<file path="src/rtl/vga_text_pkg.sv">
// Shared constants, state encoding and address helper for the VGA text writer.
// Optional feature macro: VGA_TEXT_SCROLL_EN adds the scroll states to the enum.
package vga_text_pkg;

  localparam int TEXT_COLS  = 80;
  localparam int TEXT_ROWS  = 30;
  localparam int TEXT_TILES = 2400;
  localparam logic [12:0] TEXT_BASE = 13'h1000;

  localparam logic [6:0]  COL_LAST    = 7'(TEXT_COLS - 1);
  localparam logic [4:0]  ROW_LAST    = 5'(TEXT_ROWS - 1);
  localparam logic [11:0] TILE_ROW    = 12'(TEXT_COLS);
  localparam logic [11:0] TILE_END    = 12'(TEXT_TILES);
  localparam logic [11:0] TILE_LAST   = 12'(TEXT_TILES - 1);
  localparam logic [11:0] SCROLL_LAST = 12'(TEXT_TILES - TEXT_COLS - 1);

  localparam logic [7:0] CH_BS    = 8'h08;
  localparam logic [7:0] CH_LF    = 8'h0A;
  localparam logic [7:0] CH_FF    = 8'h0C;
  localparam logic [7:0] CH_CR    = 8'h0D;
  localparam logic [7:0] CH_SPACE = 8'h20;
  localparam logic [7:0] CH_TILDE = 8'h7E;

  typedef enum logic [2:0] {
    IDLE,
    WRITE,
    CLEAR
`ifdef VGA_TEXT_SCROLL_EN
    , SCROLL_RD,
    SCROLL_WR,
    SCROLL_CLR
`endif
  } state_t;

  // Text buffer address of a tile; tiles stop at 2399 so this never passes 13'h195F.
  function automatic logic [12:0] tile_addr(input logic [11:0] tile);
    return TEXT_BASE + {1'b0, tile};
  endfunction

endpackage

</file>
<file path="src/rtl/vga_text_cursor.sv">
// Column/row cursor for the 80x30 text screen, with tile index output.
// wrap flags that the cursor is on the last row, so a line break would leave the screen.
module vga_text_cursor
  import vga_text_pkg::*;
(
  input  logic        clk,
  input  logic        rst,
  input  logic        advance,
  input  logic        newline,
  input  logic        carriage,
  input  logic        home,
  input  logic        back,
  input  logic        set_row_last,
  output logic [6:0]  col,
  output logic [4:0]  row,
  output logic        wrap,
  output logic [11:0] tile
);

  assign wrap = (row == ROW_LAST);

  // row*80 + col as shift-and-add, no multiplier
  assign tile = ({7'd0, row} << 6) + ({7'd0, row} << 4) + {5'd0, col};

  // Cursor update; set_row_last overrides a simultaneous advance/newline when scrolling
  always_ff @(posedge clk) begin
    if (rst) begin
      col <= '0;
      row <= '0;
    end else if (home) begin
      col <= '0;
      row <= '0;
    end else if (set_row_last) begin
      col <= '0;
      row <= ROW_LAST;
    end else if (back) begin
      col <= col - 7'd1;
    end else if (newline) begin
      col <= '0;
      row <= wrap ? 5'd0 : row + 5'd1;
    end else if (advance) begin
      if (col == COL_LAST) begin
        col <= '0;
        row <= wrap ? 5'd0 : row + 5'd1;
      end else begin
        col <= col + 7'd1;
      end
    end else if (carriage) begin
      col <= '0;
    end
  end

endmodule

</file>
<file path="src/rtl/vga_text_writer.sv">
// Character stream to single-beat text-buffer writes for vga_top.
// Optional feature macro: VGA_TEXT_SCROLL_EN scrolls the screen up one row on
// row overflow instead of wrapping the cursor to row 0.
module vga_text_writer
  import vga_text_pkg::*;
#(
  parameter int C_AXI_ADDR_WIDTH = 13,
  parameter int C_AXI_DATA_WIDTH = 32
) (
  input  logic                          clk_i,
  input  logic                          rst_i,
  input  logic [7:0]                    s_data_i,
  input  logic                          s_valid_i,
  output logic                          s_ready_o,
  output logic [C_AXI_DATA_WIDTH-1:0]   axil_wdata_o,
  output logic [C_AXI_DATA_WIDTH/8-1:0] axil_wstrb_o,
  output logic [C_AXI_ADDR_WIDTH-1:0]   axil_waddr_o,
  output logic                          axil_wready_o,
  output logic                          axil_rreq_o,
  output logic [C_AXI_ADDR_WIDTH-1:0]   axil_raddr_o,
  input  logic [C_AXI_DATA_WIDTH-1:0]   axil_rdata_i,
  output logic [6:0]                    cursor_col_o,
  output logic [4:0]                    cursor_row_o,
  output logic                          busy_o
);

  localparam int AW = C_AXI_ADDR_WIDTH;

  state_t         state, state_next;
  logic [11:0]    idx, idx_next;
  logic           wready_n;
  logic [AW-1:0]  waddr_n;
  logic [7:0]     wchar, wchar_n;
  logic           advance, newline, carriage, home, back, set_row_last;
  logic [6:0]     col;
  logic [4:0]     row;
  logic           wrap;
  logic [11:0]    tile;
  logic           accept;
  logic           unused_in;

  assign accept       = s_valid_i & s_ready_o;
  assign cursor_col_o = col;
  assign cursor_row_o = row;
  assign axil_wdata_o = {{(C_AXI_DATA_WIDTH-8){1'b0}}, wchar};
  assign axil_wstrb_o = {{(C_AXI_DATA_WIDTH/8-1){1'b0}}, axil_wready_o};
  assign unused_in    = ^{axil_rdata_i, wrap};

  vga_text_cursor u_cursor (
    .clk          (clk_i),
    .rst          (rst_i),
    .advance      (advance),
    .newline      (newline),
    .carriage     (carriage),
    .home         (home),
    .back         (back),
    .set_row_last (set_row_last),
    .col          (col),
    .row          (row),
    .wrap         (wrap),
    .tile         (tile)
  );

`ifdef VGA_TEXT_SCROLL_EN
  logic           pend, pend_next;
  logic           rreq_n;
  logic [AW-1:0]  raddr_n;
`else
  assign axil_rreq_o  = 1'b0;
  assign axil_raddr_o = '0;
`endif

  // Next-state decode; every output is computed here and registered below
  always_comb begin
    state_next   = state;
    idx_next     = idx;
    wready_n     = 1'b0;
    waddr_n      = axil_waddr_o;
    wchar_n      = wchar;
    advance      = 1'b0;
    newline      = 1'b0;
    carriage     = 1'b0;
    home         = 1'b0;
    back         = 1'b0;
    set_row_last = 1'b0;
`ifdef VGA_TEXT_SCROLL_EN
    pend_next    = pend;
    rreq_n       = 1'b0;
    raddr_n      = axil_raddr_o;
`endif
    case (state)
      IDLE: begin
        if (accept) begin
          if (s_data_i >= CH_SPACE && s_data_i <= CH_TILDE) begin
            wready_n   = 1'b1;
            waddr_n    = AW'(tile_addr(tile));
            wchar_n    = s_data_i;
            advance    = 1'b1;
            state_next = WRITE;
`ifdef VGA_TEXT_SCROLL_EN
            // Last tile of the screen: the write goes out first, the scroll follows
            if (wrap && col == COL_LAST) begin
              set_row_last = 1'b1;
              pend_next    = 1'b1;
            end
`endif
          end else if (s_data_i == CH_BS) begin
            if (col != 7'd0) begin
              back       = 1'b1;
              wready_n   = 1'b1;
              waddr_n    = AW'(tile_addr(tile - 12'd1));
              wchar_n    = CH_SPACE;
              state_next = WRITE;
            end
          end else if (s_data_i == CH_CR) begin
            carriage = 1'b1;
          end else if (s_data_i == CH_LF) begin
            newline = 1'b1;
`ifdef VGA_TEXT_SCROLL_EN
            if (wrap) begin
              set_row_last = 1'b1;
              state_next   = SCROLL_RD;
              idx_next     = '0;
              rreq_n       = 1'b1;
              raddr_n      = AW'(tile_addr(TILE_ROW));
            end
`endif
          end else if (s_data_i == CH_FF) begin
            wready_n   = 1'b1;
            waddr_n    = AW'(tile_addr(12'd0));
            wchar_n    = CH_SPACE;
            idx_next   = 12'd1;
            state_next = CLEAR;
          end
        end
      end
      WRITE: begin
        state_next = IDLE;
`ifdef VGA_TEXT_SCROLL_EN
        if (pend) begin
          pend_next  = 1'b0;
          state_next = SCROLL_RD;
          idx_next   = '0;
          rreq_n     = 1'b1;
          raddr_n    = AW'(tile_addr(TILE_ROW));
        end
`endif
      end
      CLEAR: begin
        if (idx == TILE_END) begin
          home       = 1'b1;
          state_next = IDLE;
        end else begin
          wready_n = 1'b1;
          waddr_n  = AW'(tile_addr(idx));
          wchar_n  = CH_SPACE;
          idx_next = idx + 12'd1;
        end
      end
`ifdef VGA_TEXT_SCROLL_EN
      SCROLL_RD: begin
        state_next = SCROLL_WR;
      end
      SCROLL_WR: begin
        // Read data for tile+80 arrives this cycle; copy it down one row
        wready_n = 1'b1;
        waddr_n  = AW'(tile_addr(idx));
        wchar_n  = axil_rdata_i[7:0];
        idx_next = idx + 12'd1;
        if (idx == SCROLL_LAST) begin
          state_next = SCROLL_CLR;
        end else begin
          state_next = SCROLL_RD;
          rreq_n     = 1'b1;
          raddr_n    = AW'(tile_addr(idx + TILE_ROW + 12'd1));
        end
      end
      SCROLL_CLR: begin
        wready_n = 1'b1;
        waddr_n  = AW'(tile_addr(idx));
        wchar_n  = CH_SPACE;
        if (idx == TILE_LAST) begin
          state_next = IDLE;
        end else begin
          idx_next = idx + 12'd1;
        end
      end
`endif
      default: begin
        state_next = IDLE;
      end
    endcase
  end

  // State and sequencing counters
  always_ff @(posedge clk_i) begin
    if (rst_i) begin
      state <= IDLE;
      idx   <= '0;
`ifdef VGA_TEXT_SCROLL_EN
      pend  <= 1'b0;
`endif
    end else begin
      state <= state_next;
      idx   <= idx_next;
`ifdef VGA_TEXT_SCROLL_EN
      pend  <= pend_next;
`endif
    end
  end

  // Registered outputs; reset clears everything so an aborted sequence leaves no strobe
  always_ff @(posedge clk_i) begin
    if (rst_i) begin
      axil_wready_o <= 1'b0;
      axil_waddr_o  <= '0;
      wchar         <= '0;
      s_ready_o     <= 1'b0;
      busy_o        <= 1'b0;
`ifdef VGA_TEXT_SCROLL_EN
      axil_rreq_o   <= 1'b0;
      axil_raddr_o  <= '0;
`endif
    end else begin
      axil_wready_o <= wready_n;
      axil_waddr_o  <= waddr_n;
      wchar         <= wchar_n;
      s_ready_o     <= (state_next == IDLE);
      busy_o        <= (state_next != IDLE);
`ifdef VGA_TEXT_SCROLL_EN
      axil_rreq_o   <= rreq_n;
      axil_raddr_o  <= raddr_n;
`endif
    end
  end

endmodule

</file>
<file path="config.mk">
export PLATFORM = sky130hd
export DESIGN_NAME = vga_text_writer
export DESIGN_NICKNAME = d
export VERILOG_FILES = /design/src/rtl/vga_text_pkg.sv /design/src/rtl/vga_text_cursor.sv /design/src/rtl/vga_text_writer.sv
export SDC_FILE = /design/constraint.sdc
export NUM_CORES = 1
export LEC_CHECK = 0
export CAP_MARGIN = 20
export CORE_UTILIZATION = 46
export CTS_CLUSTER_DIAMETER = 200
export DETAILED_ROUTE_END_ITERATION = 16
export GPL_TIMING_DRIVEN = 0
export PLACE_DENSITY = 0.77
export SETUP_SLACK_MARGIN = 0.2
export SLEW_MARGIN = 20
export SYNTH_ARGS = -nofsm -noshare
export SYNTH_HDL_FRONTEND = slang
export SYNTH_SLANG_ARGS = --single-unit
</file>
<file path="constraint.sdc">
create_clock -name clk_i -period 4.4 [get_ports clk_i]
set_clock_uncertainty 0.2 [all_clocks]
set_input_delay 0.88 -clock clk_i [delete_from_list [all_inputs] [get_ports clk_i]]
set_output_delay 0.88 -clock clk_i [all_outputs]
set_load 0.02 [all_outputs]
</file>
==> impl_metrics.json <==
{
  "fin_area_um2": 4390,
  "synth.distinct_cells": 67,
  "r2r_cells": 10,
  "clk_latency_ps": 310,
  "drt_iter0_drc": 277,
  "grt_overflow": 0,
  "die-area_um2": 8090,
  "postCtsSetupRepairBufs": 0,
  "avgSynthCellArea_um2": 7.98,
  "fmax_mhz": 280,
  "synth-adder-area-share_pct": 6.40,
  "synth_top_area_share_pct": 28.7,
  "drtPass1Iterations": 7,
  "avgViaCountPerCell": 5.38,
  "cts_made_buffers": 5,
  "synth-seq-area-share_pct": 28.7,
  "cap_violations": 0,
  "final_core_util_pct": 59.6,
  "antennaDiodeCount": 0,
  "endpoint": "axil_waddr_o[10]$_SDFFE_PP0P_",
  "die_y_um": 89.9,
  "r2r_setup_slack_ps": 830,
  "synth_top_flop_cell": "dfxtp_1",
  "drive_gt1_share_pct": 13.1,
  "hold_violations": 0,
  "power_density_nw_per_um2": 211,
  "gpl.final_weighted_congestion": 0.872,
  "synth.area.top_cells": "dfxtp_1 29%, buf_4 9.1%, ha_1 5.3%",
  "cts_tree": "yes",
  "fill_cells": 712,
  "final_antenna_net_count": 0,
  "rsz0062_at_grt": "false",
  "min_path_type": "reg -> reg",
  "final_net_count": 600,
  "slew_headroom_pct": 46.7,
  "die_w_um": 89.9,
  "portBuffers": 46,
  "cts_hold_buf": 0,
  "place_area_um2": 4300,
  "antenna_found_initial": 0,
  "synth-simple-area-share_pct": 24.3,
  "synth_xor_area_share_pct": 3.94,
  "cts-root-buf": "clkbuf_8",
  "final_max_slew_viol_count": 0,
  "crit_required_ps": 4390,
  "synth-seq-cells": 51,
  "fin_crit_sh_pct": 81.2,
  "synth_top_cell_by_area": "dfxtp_1",
  "cp.arrival_ps": 3560,
  "grt_pass1_wl_um": 14800,
  "critPathMaxStageDelay_ps": 620,
  "num_vias": 3440,
  "tightest_slew_ps": 799,
  "tns_ps": 0,
  "leakagePower_uw": 0.00180,
  "drc": 0,
  "async_flop_share_pct": 0,
  "run_status": "finished clean",
  "final-setup-viol-count": 0,
  "synth-compound-area-share_pct": 22.1,
  "crit_start": "u_cursor.col[6]$_SDFFE_PP0P_",
  "synth_cells": 446,
  "core-area_um2": 7370,
  "wl_um": 8900,
  "crit_chain": "inv_1 -> fa_1 -> inv_1 -> ha_1 -> a211oi_1 -> nor2_1 -> mux2_1 -> nor4_1 -> mux2i_1 -> a211oi_2",
  "hpwlAfterDp_um": 6850,
  "synth_top_family_by_area": "simple AND/OR/NAND/NOR gates",
  "track_usage_pct": 22.1,
  "r2r-end": "axil_waddr_o[10]$_SDFFE_PP0P_",
  "ir_worst_vdd_mv": 0.145,
  "area_growth_pct": 23.5,
  "path_max_fanout": 7,
  "min_period_ps": 3570,
  "grt_pass1_vias": 3211,
  "cpMostUsedCell": "inv_1",
  "startpoint_type": "register",
  "ios": 121,
  "clkSlewWorstSetupHoldPaths_ps": 110,
  "r2r_start": "u_cursor.col[6]$_SDFFE_PP0P_",
  "grt_max_degree": 19,
  "cp_slowest_cell": "fa_1",
  "rows": 31,
  "ys_warn_count": 0,
  "crit_type": "reg -> reg",
  "synth-edff-count": 0,
  "cts_resized": 0,
  "synthMuxAreaShare_pct": 0.879,
  "end_kind": "register",
  "start_util_pct": 48.3,
  "cts.sinks": 51,
  "syn_area_um2": 3560,
  "wl_per_cell_um": 13.9,
  "htreeDepth": 2,
  "clockBufferDepth": 2
}
[per-layer routing]
layer / global-route usage (%) / wire [µm]
met4: 6.18 / 144
met3: 3.55 / 509
met5: 0 / 0
met1: 27.2 / 3820
met2: 39.7 / 4420
[where the power goes]
part | switching, µW | internal [µW] | total (µW)
sequential | 3.83 | 467 | 471
combinational | 97.1 | 63.3 | 160
clock | 176 | 118 | 294
total | 277 | 649 | 926
[critical path: cells and delay by family, from the launching register on]
kind	cells	cell delay (ps)
buf+inv	2	180
flops	1	460
compound gates	2	470
simple gates	2	530
mux	2	700
fa+ha+maj	2	910
[registers in the layout, summed over array words and instances (netlist names)]
name	flops
axil_waddr_o	13
idx	12
wchar	8
u_cursor.col	7
u_cursor.row	5
state	3
axil_wready_o	1
busy_o	1
s_ready_o	1
[synthesized netlist by cell type, types with 8 or more instances]
cell type,instances
dfxtp_1,51
nor2_1,46
ha_1,15
clkbuf_1,17
nand4_1,11
nand3_1,15
xor2_1,9
o21ai_0,14
buf_4,43
o211ai_1,8
nor3_1,9
nand2_1,38
a21oi_1,37
inv_1,17
[cell families after synthesis]
| kind of cell | Yosys count |
|---|---|
| DFF | 51 |
| other | 1 |
| adders and majority gates | 17 |
| buffers and inverters | 82 |
| and+or+nand+nor | 166 |
| AOI/OAI and AO/OA | 110 |
| muxes | 3 |
| xor gates and xnor gates | 16 |
[cell usage in the layout (no fill, tap or decap), types with 8 or more instances in the layout]
master	count
inv_1	17
nand4_1	11
conb_1	42
o211ai_1	8
clkbuf_1	17
buf_4	43
clkdlybuf4s50_1	46
a21oi_1	37
o21ai_0	14
nor2_1	46
xor2_1	9
ha_1	15
nor3_1	9
nand2_1	38
nand3_1	15
dfxtp_1	51
[final cells by class]
class | count | area [µm²] | share of cell area, %
inverters | 17 | 63.8 | 1.45
multi-input cells | 354 | 2210 | 50.3
flip-flops and latches | 51 | 1020 | 23.2
repair buffers | 46 | 460 | 10.5
well taps | 99 | 124 | 2.82
plain buffers | 65 | 418 | 9.52
clock buffers | 5 | 68.8 | 1.57
clock inverters | 3 | 27.5 | 0.627
[stage by stage]
step | setup slack [ps] | total power (µW) | instances | hold WS, ps
after global routing | 511 | 963 | 640 | 289
after detailed placement | 861 | 639 | 632 | 244
after global placement | 814 | 638 | 632 | 241
final | 827 | 926 | 640 | 263
after floorplan | 1120 | 600 | 487 | 295
after CTS | 868 | 929 | 640 | 263
[worst min-delay path by stage]
stage	startpoint	endpoint	cells after the start
6_report	axil_waddr_o[0]$_SDFFE_PP0P_	axil_waddr_o[0]$_SDFFE_PP0P_	2
5_1_grt	axil_waddr_o[0]$_SDFFE_PP0P_	axil_waddr_o[0]$_SDFFE_PP0P_	2
4_1_cts	wchar[2]$_SDFFE_PP0P_	wchar[2]$_SDFFE_PP0P_	2
3_5_place_dp	wchar[7]$_SDFFE_PP0P_	wchar[7]$_SDFFE_PP0P_	1
3_3_place_gp	wchar[1]$_SDFFE_PP0P_	wchar[1]$_SDFFE_PP0P_	2
2_1_floorplan	idx[1]$_SDFFE_PP0P_	idx[1]$_SDFFE_PP0P_	2
Note: power is estimated with default switching activity, not from simulation.
